`src/rtl/dt_pkg.sv`:
```
// Shared FSM state encodings and error codes for the decision-tree traversal engine.
package dt_pkg;

  typedef enum logic [2:0] {
    ST_IDLE  = 3'd0,
    ST_FETCH = 3'd1,
    ST_WAIT  = 3'd2,
    ST_EVAL  = 3'd3,
    ST_DONE  = 3'd4,
    ST_ERR   = 3'd5
  } state_e;

  localparam logic [1:0] ERR_NONE    = 2'd0;
  localparam logic [1:0] ERR_DEPTH   = 2'd1;
  localparam logic [1:0] ERR_FIDX    = 2'd2;
  localparam logic [1:0] ERR_TIMEOUT = 2'd3;

endpackage

```
`src/rtl/dt_split_compare.sv`:
```
// Selects the split feature named by a node and compares it (signed) against the node threshold.
module dt_split_compare
  import dt_pkg::*;
#(
  parameter int NUM_FEATURES = 4,
  parameter int FEAT_W       = 64,
  parameter int FIDX_W       = 2
) (
  input  logic [NUM_FEATURES*FEAT_W-1:0] features,
  input  logic [FIDX_W-1:0]              feature_idx,
  input  logic [FEAT_W-1:0]              threshold,
  output logic                           idx_valid,
  output logic                           go_left
);

  logic signed [FEAT_W-1:0] feat_sel;
  logic signed [FEAT_W-1:0] thr_s;

  // An index with no matching feature leaves idx_valid low; the engine faults on it.
  always_comb begin
    feat_sel  = '0;
    idx_valid = 1'b0;
    for (int i = 0; i < NUM_FEATURES; i++) begin
      if (feature_idx == FIDX_W'(i)) begin
        feat_sel  = features[i*FEAT_W +: FEAT_W];
        idx_valid = 1'b1;
      end
    end
    thr_s   = threshold;
    go_left = (feat_sel <= thr_s);
  end

endmodule

```
`src/rtl/dt_traversal_engine.sv`:
```
// Decision-tree inference engine: walks nodes from an external node memory until a leaf or fault.
// Optional macro DT_MEM_TIMEOUT_EN bounds the wait for a node memory response.
module dt_traversal_engine
  import dt_pkg::*;
#(
  parameter int NUM_FEATURES   = 4,
  parameter int FEAT_W         = 64,
  parameter int NODE_AW        = 9,
  parameter int CLASS_W        = 2,
  parameter int MAX_DEPTH      = 16,
  parameter int TIMEOUT_CYCLES = 64,
  localparam int FIDX_W        = (NUM_FEATURES > 2) ? $clog2(NUM_FEATURES) : 1,
  localparam int DEPTH_W       = $clog2(MAX_DEPTH + 1)
) (
  input  logic                           clk,
  input  logic                           rst_n,
  input  logic                           start,
  input  logic [NUM_FEATURES*FEAT_W-1:0] features,
  input  logic [NODE_AW-1:0]             root_addr,
  output logic                           busy,
  output logic                           done,
  output logic [CLASS_W-1:0]             result,
  output logic                           is_attack,
  output logic [NODE_AW-1:0]             final_node,
  output logic [DEPTH_W-1:0]             depth,
  output logic                           err,
  output logic [1:0]                     err_code,
  output logic                           mem_req,
  output logic [NODE_AW-1:0]             mem_addr,
  input  logic                           mem_rvalid,
  input  logic [FIDX_W-1:0]              mem_feature_idx,
  input  logic [FEAT_W-1:0]              mem_threshold,
  input  logic [NODE_AW-1:0]             mem_left,
  input  logic [NODE_AW-1:0]             mem_right,
  input  logic [CLASS_W-1:0]             mem_prediction,
  input  logic                           mem_is_leaf
);

  if (NUM_FEATURES < 2 || MAX_DEPTH < 1 || TIMEOUT_CYCLES < 1) begin : g_param_check
    $error("dt_traversal_engine: illegal parameter value");
  end

  state_e                         state_q, state_d;
  logic [NODE_AW-1:0]             cur_node_q, cur_node_d;
  logic [CLASS_W-1:0]             result_q, result_d;
  logic                           is_attack_q, is_attack_d;
  logic [NODE_AW-1:0]             final_node_q, final_node_d;
  logic [DEPTH_W-1:0]             depth_q, depth_d;
  logic                           err_q, err_d;
  logic [1:0]                     err_code_q, err_code_d;
  logic [NUM_FEATURES*FEAT_W-1:0] feat_q, feat_d;
  logic [FIDX_W-1:0]              fidx_q, fidx_d;
  logic [FEAT_W-1:0]              thr_q, thr_d;
  logic [NODE_AW-1:0]             left_q, left_d, right_q, right_d;
  logic [CLASS_W-1:0]             pred_q, pred_d;
  logic                           leaf_q, leaf_d;
  logic                           fault;
  logic [1:0]                     fault_code;
  logic                           idx_valid, go_left;
`ifdef DT_MEM_TIMEOUT_EN
  localparam int TMO_W = $clog2(TIMEOUT_CYCLES + 1);
  logic [TMO_W-1:0]               tmo_cnt_q, tmo_cnt_d;
`endif

  dt_split_compare #(
    .NUM_FEATURES (NUM_FEATURES),
    .FEAT_W       (FEAT_W),
    .FIDX_W       (FIDX_W)
  ) u_split (
    .features    (feat_q),
    .feature_idx (fidx_q),
    .threshold   (thr_q),
    .idx_valid   (idx_valid),
    .go_left     (go_left)
  );

  always_comb begin
    state_d      = state_q;
    cur_node_d   = cur_node_q;
    result_d     = result_q;
    is_attack_d  = is_attack_q;
    final_node_d = final_node_q;
    depth_d      = depth_q;
    err_d        = err_q;
    err_code_d   = err_code_q;
    feat_d       = feat_q;
    fidx_d       = fidx_q;
    thr_d        = thr_q;
    left_d       = left_q;
    right_d      = right_q;
    pred_d       = pred_q;
    leaf_d       = leaf_q;
    fault        = 1'b0;
    fault_code   = ERR_NONE;
    mem_req      = 1'b0;
`ifdef DT_MEM_TIMEOUT_EN
    tmo_cnt_d    = tmo_cnt_q;
`endif
    case (state_q)
      ST_IDLE: begin
        if (start) begin
          state_d    = ST_FETCH;
          feat_d     = features;
          cur_node_d = root_addr;
          depth_d    = '0;
          err_d      = 1'b0;
          err_code_d = ERR_NONE;
        end
      end
      ST_FETCH: begin
        mem_req = 1'b1;
        state_d = ST_WAIT;
`ifdef DT_MEM_TIMEOUT_EN
        tmo_cnt_d = '0;
`endif
      end
      ST_WAIT: begin
        if (mem_rvalid) begin
          state_d = ST_EVAL;
          fidx_d  = mem_feature_idx;
          thr_d   = mem_threshold;
          left_d  = mem_left;
          right_d = mem_right;
          pred_d  = mem_prediction;
          leaf_d  = mem_is_leaf;
        end
`ifdef DT_MEM_TIMEOUT_EN
        else if (tmo_cnt_q == TMO_W'(TIMEOUT_CYCLES - 1)) begin
          fault      = 1'b1;
          fault_code = ERR_TIMEOUT;
        end else begin
          tmo_cnt_d = tmo_cnt_q + 1'b1;
        end
`endif
      end
      ST_EVAL: begin
        // Leaves ignore the feature index; depth is checked before the index on internal nodes.
        if (leaf_q) begin
          state_d      = ST_DONE;
          result_d     = pred_q;
          is_attack_d  = |pred_q;
          final_node_d = cur_node_q;
        end else if (depth_q == DEPTH_W'(MAX_DEPTH)) begin
          fault      = 1'b1;
          fault_code = ERR_DEPTH;
        end else if (!idx_valid) begin
          fault      = 1'b1;
          fault_code = ERR_FIDX;
        end else begin
          state_d    = ST_FETCH;
          cur_node_d = go_left ? left_q : right_q;
          depth_d    = depth_q + 1'b1;
        end
      end
      ST_DONE, ST_ERR: state_d = ST_IDLE;
      default:         state_d = ST_IDLE;
    endcase
    if (fault) begin
      state_d      = ST_ERR;
      err_d        = 1'b1;
      err_code_d   = fault_code;
      result_d     = '0;
      is_attack_d  = 1'b0;
      final_node_d = cur_node_q;
    end
  end

  // rst_n is an active-high asynchronous reset in this codebase.
  always_ff @(posedge clk or posedge rst_n) begin
    if (rst_n) begin
      state_q      <= ST_IDLE;
      cur_node_q   <= '0;
      result_q     <= '0;
      is_attack_q  <= 1'b0;
      final_node_q <= '0;
      depth_q      <= '0;
      err_q        <= 1'b0;
      err_code_q   <= ERR_NONE;
`ifdef DT_MEM_TIMEOUT_EN
      tmo_cnt_q    <= '0;
`endif
    end else begin
      state_q      <= state_d;
      cur_node_q   <= cur_node_d;
      result_q     <= result_d;
      is_attack_q  <= is_attack_d;
      final_node_q <= final_node_d;
      depth_q      <= depth_d;
      err_q        <= err_d;
      err_code_q   <= err_code_d;
`ifdef DT_MEM_TIMEOUT_EN
      tmo_cnt_q    <= tmo_cnt_d;
`endif
    end
  end

  always_ff @(posedge clk) begin
    feat_q  <= feat_d;
    fidx_q  <= fidx_d;
    thr_q   <= thr_d;
    left_q  <= left_d;
    right_q <= right_d;
    pred_q  <= pred_d;
    leaf_q  <= leaf_d;
  end

  assign busy       = (state_q != ST_IDLE);
  assign done       = (state_q == ST_DONE) || (state_q == ST_ERR);
  assign mem_addr   = cur_node_q;
  assign result     = result_q;
  assign is_attack  = is_attack_q;
  assign final_node = final_node_q;
  assign depth      = depth_q;
  assign err        = err_q;
  assign err_code   = err_code_q;

endmodule

```
`config.mk`:
```
export PLATFORM = sky130hd
export DESIGN_NAME = dt_traversal_engine
export DESIGN_NICKNAME = d
export VERILOG_FILES = /design/src/rtl/dt_pkg.sv /design/src/rtl/dt_split_compare.sv /design/src/rtl/dt_traversal_engine.sv
export SDC_FILE = /design/constraint.sdc
export NUM_CORES = 1
export LEC_CHECK = 0
export CORE_MARGIN = 2
export CORE_UTILIZATION = 53
export DETAILED_ROUTE_END_ITERATION = 16
export PLACE_DENSITY_LB_ADDON = 0.3
export SLEW_MARGIN = 10
export SYNTH_ARGS = -nofsm -noshare
export SYNTH_HDL_FRONTEND = slang
export SYNTH_HIERARCHICAL = 1
export SYNTH_SLANG_ARGS = --single-unit
```
`constraint.sdc`:
```
create_clock -name clk -period 20.6 [get_ports clk]
set_input_delay 2.06 -clock clk [delete_from_list [all_inputs] [get_ports clk]]
set_output_delay 2.06 -clock clk [all_outputs]
set_load 0.03 [all_outputs]
```
### After elaboration in Yosys (flattened, before gate mapping)

Index checks and enable logic that the tools add are counted.

* register bits: 375
* latch bits: 0
* RAM bits: 0
* memory bits (read-only): 0
* bits of input ports: 356
* output and inout bits: 32
* logic and storage cells: 100
* memories: 0

* add/subtract/negate cells: 1
* multipliers: 0
* div/mod/pow operators: 0
* $lt $le $gt $ge: 1
* equality and inequality tests: 17
* shift-type cells: 0
* muxes and demuxes: 50
* bitwise logic cells: 0
* reduce and logical (&&, ||, !) cells: 16

Operator list (number)
* 64-bit 2-to-1 mux: 4
* 9-bit 2-to-1 mux: 8
* 64-bit <= comparator: 1
* 2-bit 2-to-1 mux: 10
* 5-bit 2-to-1 mux: 4
* 3-bit 2-to-1 mux: 6
* 9-bit case mux with 2 select lines: 1
* 1-bit 2-to-1 mux: 15
* 3-bit case mux with 4 select lines: 1
* 5-bit case mux with 2 select lines: 1
* 2-bit nonzero test: 5
* 2-bit inequality test (second input constant): 4
* 4-bit inequality test (second input constant): 2
* 2-bit AND reduction: 4
* 3-bit by 2-bit equality test with 1-bit output (second input constant): 2
* 3-bit equality test (second input constant): 2
* 3-bit inequality test (second input constant): 2
* 5-bit by 1-bit adder with 5-bit output (second input constant): 1
* 5-bit equality test (second input constant): 1
* 5-bit AND reduction: 1
* 2-bit equality test (second input constant): 2
* 4-bit AND reduction: 1
* 3-bit by 1-bit equality test with 1-bit output (second input constant): 1
* 3-bit zero test: 1
* 5 further kinds: 5

### Logic depth before layout (Yosys ltp)

* depth after elaboration: 11
* depth in mapped cells: 15

### Modules after synthesis

Netlist, hierarchy kept.

By module, submodules not included
* dt_traversal_engine: times used 1, cells each 480, area each 11873.9 µm², sequential area each 11100.6 µm²
* dt_split_compare: times used 1, cells each 307, area each 3151.8 µm², sequential area each 0.0 µm²

### Least setup slack after synthesis

Ideal clock, no wire load.

* path type: in2reg
* start: input mem_rvalid
* end: register fidx_q[0] (enable)
* setup time: 0.639 ns
* data arrival time: 8.000 ns
* data required time: 19.961 ns
* setup slack: 11.962 ns
* stages on the path: 2
* path buffers: 0
* cell sequence: nand2_1 > nor3_1

* longest elaborated chain between the ends: 1

RTL lines
* start, declared: line dt_traversal_engine.sv:30 `input logic mem_rvalid,`
* 2-bit AND reduction (no line)
* end signal, assigned: line dt_traversal_engine.sv:199 `fidx_q <= fidx_d;`
* end, declared: line dt_traversal_engine.sv:52 `logic [FIDX_W-1:0] fidx_q, fidx_d;`

Every way passes these cells.
A chain may end at the register's enable or synchronous reset.

### Worst setup path after layout

* start: input start
* end: register feat_q[88] (enable)

* longest elaborated chain between the ends: 1

RTL lines
* start, declared: line dt_traversal_engine.sv:17 `input logic start,`
* 2-bit AND reduction (no line)
* end signal, assigned: line dt_traversal_engine.sv:198 `feat_q <= feat_d;`
* end, declared: line dt_traversal_engine.sv:51 `logic [NUM_FEATURES*FEAT_W-1:0] feat_q, feat_d;`

Every way passes these cells.

==> results.ini <==
[cells_and_area]
fillers = 1670
layout_commonest_cell = clkdlybuf4s50_1
area.growth.synth_to_final_pct = 36.3
layout_common_cells = clkdlybuf4s50_1, edfxtp_1, inv_1, ha_1, mux4_2
drive_above_1_share_pct = 11.7
nNetsFinal = 1619

[synth]
synth_top_area_share_pct = 68.5
synthTopCellsByArea = edfxtp_1, mux4_2, ha_1
syn-num-nets = 1209
synth-main-ff-cell = edfxtp_1
synth_edf_count = 343
yosysSeqAreaShare_pct = 73.9
synth_cell_type_count = 53
ys.warnings.count = 6
synth.avg_cell_area_um2 = 19.1
yosys_register_bits = 375
synth_cells = 787
synthArstFlopShare_pct = 8.53
synth_area_um2 = 15000
yosysTopAreaCell = edfxtp_1

[setup_path]
cp-end-kind = flip-flop
critPathKind = in2reg
cp_max_fo = 115
max_stage_delay_ps = 840
cp.required_ps = 20730
arrival_ps = 5610
cpMaxStageDelayCell = buf_4
cp_cell_sequence = clkdlybuf4s50_1, or4b_4, inv_8, buf_4, buf_4
startpoint_type = primary input
cpMostUsedCell = buf_4

[global_route]
globalRouteTotalUtil_pct = 23.3
grt_pass1_vias = 9258
grt.overflow.total = 0
grt_first_pass_wirelength_um = 50500
antenna_found_initial = 3
grt_max_degree = 116

[clock_tree]
cts-root-buf = clkbuf_16
cts_setup_buffers = 0
insertion_delay_ps = 520
cts_tree = yes
postCtsResizedCells = 0
ctsHoldBuffers = 0
cts_sinks = 375
ctsLongestPathBuffers = 3
cts-htree-levels = 2
clk_pin_slew_worst_paths_ps = 60
cts_made_buffers = 39

[detailed_routing]
wl_per_cell_um = 21.7
drc = 0
antenna_left = 0
drt-vias-per-instance = 5.39
num_vias = 8658
drtIter0Drc = 684
drt-total-wl_um = 34800
dr.pass1.iters = 5

[sta]
setup_viol_count_final = 0
drv_slew = 0
final.setup_skew_ps = 12.4
tns_ps = 0
fmax_ghz = 0.182
period_share_pct = 26.6
whs_ps = 466
timing_hold_violations_final = 0
rsz0062_at_grt = no
worstMarginPinSlew_ps = 1200
relSlewSlack_pct = 19.2
layout_min_cycle_time_ps = 5480

[power_and_ir_drop]
p_comb_share_pct = 25.0
leakagePower_uw = 0.00740
power.switching_uw = 638
total_power_uw = 2310
p_int_uw = 1670
clockPowerShare_pct = 27.9
p_per_area_nw_per_um2 = 113
swShare_pct = 27.6
vdd_drop_max_mv = 0.0671
p_seq_share_pct = 47.1

[die]
ios = 388
chipWidth_um = 172
initial_utilization_pct = 53.9
die_h_um = 172
core_um2 = 27900
rows = 61
die_area_um2 = 29700

[flow_run]
cap_violations = 0

[placement]
place_congestion = 0.828
dpl.hpwl_um = 25400
numPortBuffers = 387

[outcome]
status = finished, final reports clean

[min_path]
worstHoldPathType = reg2reg

==> power by group through the flow <==
| stage | registers (µW) | clock network (µW) | logic, µW |
|---|---|---|---|
| global placement | 1090 | 0 | 562 |
| finish | 1090 | 645 | 578 |
| detailed placement | 1110 | 0 | 581 |
| CTS | 1090 | 655 | 584 |
| floorplan | 1160 | 0 | 328 |
| global route | 1100 | 686 | 630 |
==> final cells by class <==
class / count / area (µm²) / share of cell area, %
tap: 378 / 473 / 2.31
multi-input combinational: 314 / 3530 / 17.2
inverter: 73 / 282 / 1.37
clock buffer: 55 / 1080 / 5.27
antenna: 5 / 12.5 / 0.0611
timing repair buffer: 394 / 3930 / 19.2
sequential: 375 / 11100 / 54.2
clock inverter: 13 / 78.8 / 0.385
==> registers in the layout, indices dropped and copies added (netlist names) <==
signal,count
feat_q,256
thr_q,64
final_node,9
left_q,9
mem_addr,9
right_q,9
depth,5
state_q,3
err_code,2
fidx_q,2
pred_q,2
result,2
err,1
is_attack,1
leaf_q,1
==> synthesized netlist by cell type, drive strengths merged (2+ instances only) <==
master	number
nand4	16
edfxtp	343
mux4	64
nand3	12
xnor2	3
mux2i	10
a221o	2
inv	73
nor4	6
a32o	3
mux2	10
clkbuf	10
or3	2
nor3b	2
a21o	7
nor3	6
or4b	2
dfrtp	32
a211oi	4
o221a	9
a21oi	28
o211ai	2
buf	15
a21boi	2
nor2	6
o21ai	5
ha	66
nand2b	5
nor2b	2
a22oi	2
nand2	27
==> worst max-delay path: cells and delay by family <==
kind	cells	cell delay (ps)
and+or+nand+nor	1	610
buffers and inverters	4	2660
==> path summary, 6_finish.rpt <==
path | startpoint | slack, ps | to | cells past startpoint
max reg2reg | fidx_q[0] | 15370 | mem_addr[7] | 13
max | start | 15120 | feat_q[88] | 5
min in group asynchronous | rst_n | 1930 | is_attack | 3
min | is_attack | 470 | is_attack | 2
max in group asynchronous | rst_n | 18370 | final_node[0] | 3
min reg2reg | is_attack | 470 | is_attack | 2
==> routing by layer <==
metal / share of wire, % / global-route usage [%]
met2: 51 / 40.3
met1: 38 / 29.2
met4: 3.4 / 8.44
met5: 0 / 0
met3: 7.7 / 4.88
==> logic make-up (layout without fill, tap and decap cells) <==
kind of cell	count (synthesis)	in the layout	synth area share, %
and+or+nand+nor	90	90	3.28
xor gates and xnor gates	3	3	0.175
other	1	6	0.0250
adders and majority gates	66	66	5.50
buffers and inverters	98	535	2.69
DFF	375	375	73.9
AOI/OAI and AO/OA	70	70	3.42
muxes	84	84	11.0
==> per-stage QoR <==
step                      area, µm²  instances  setup WS, ps  utilization [%]
after global placement        19300       1534         14740             69.3
after CTS                     20500       1602         15120             73.5
final                         20500       1607         15120             73.5
after floorplan               15000        787         11960                -
after detailed placement      19300       1534         14600             69.3
after global routing          20500       1605         14820             73.5
Power figures use the tool's default switching activity.
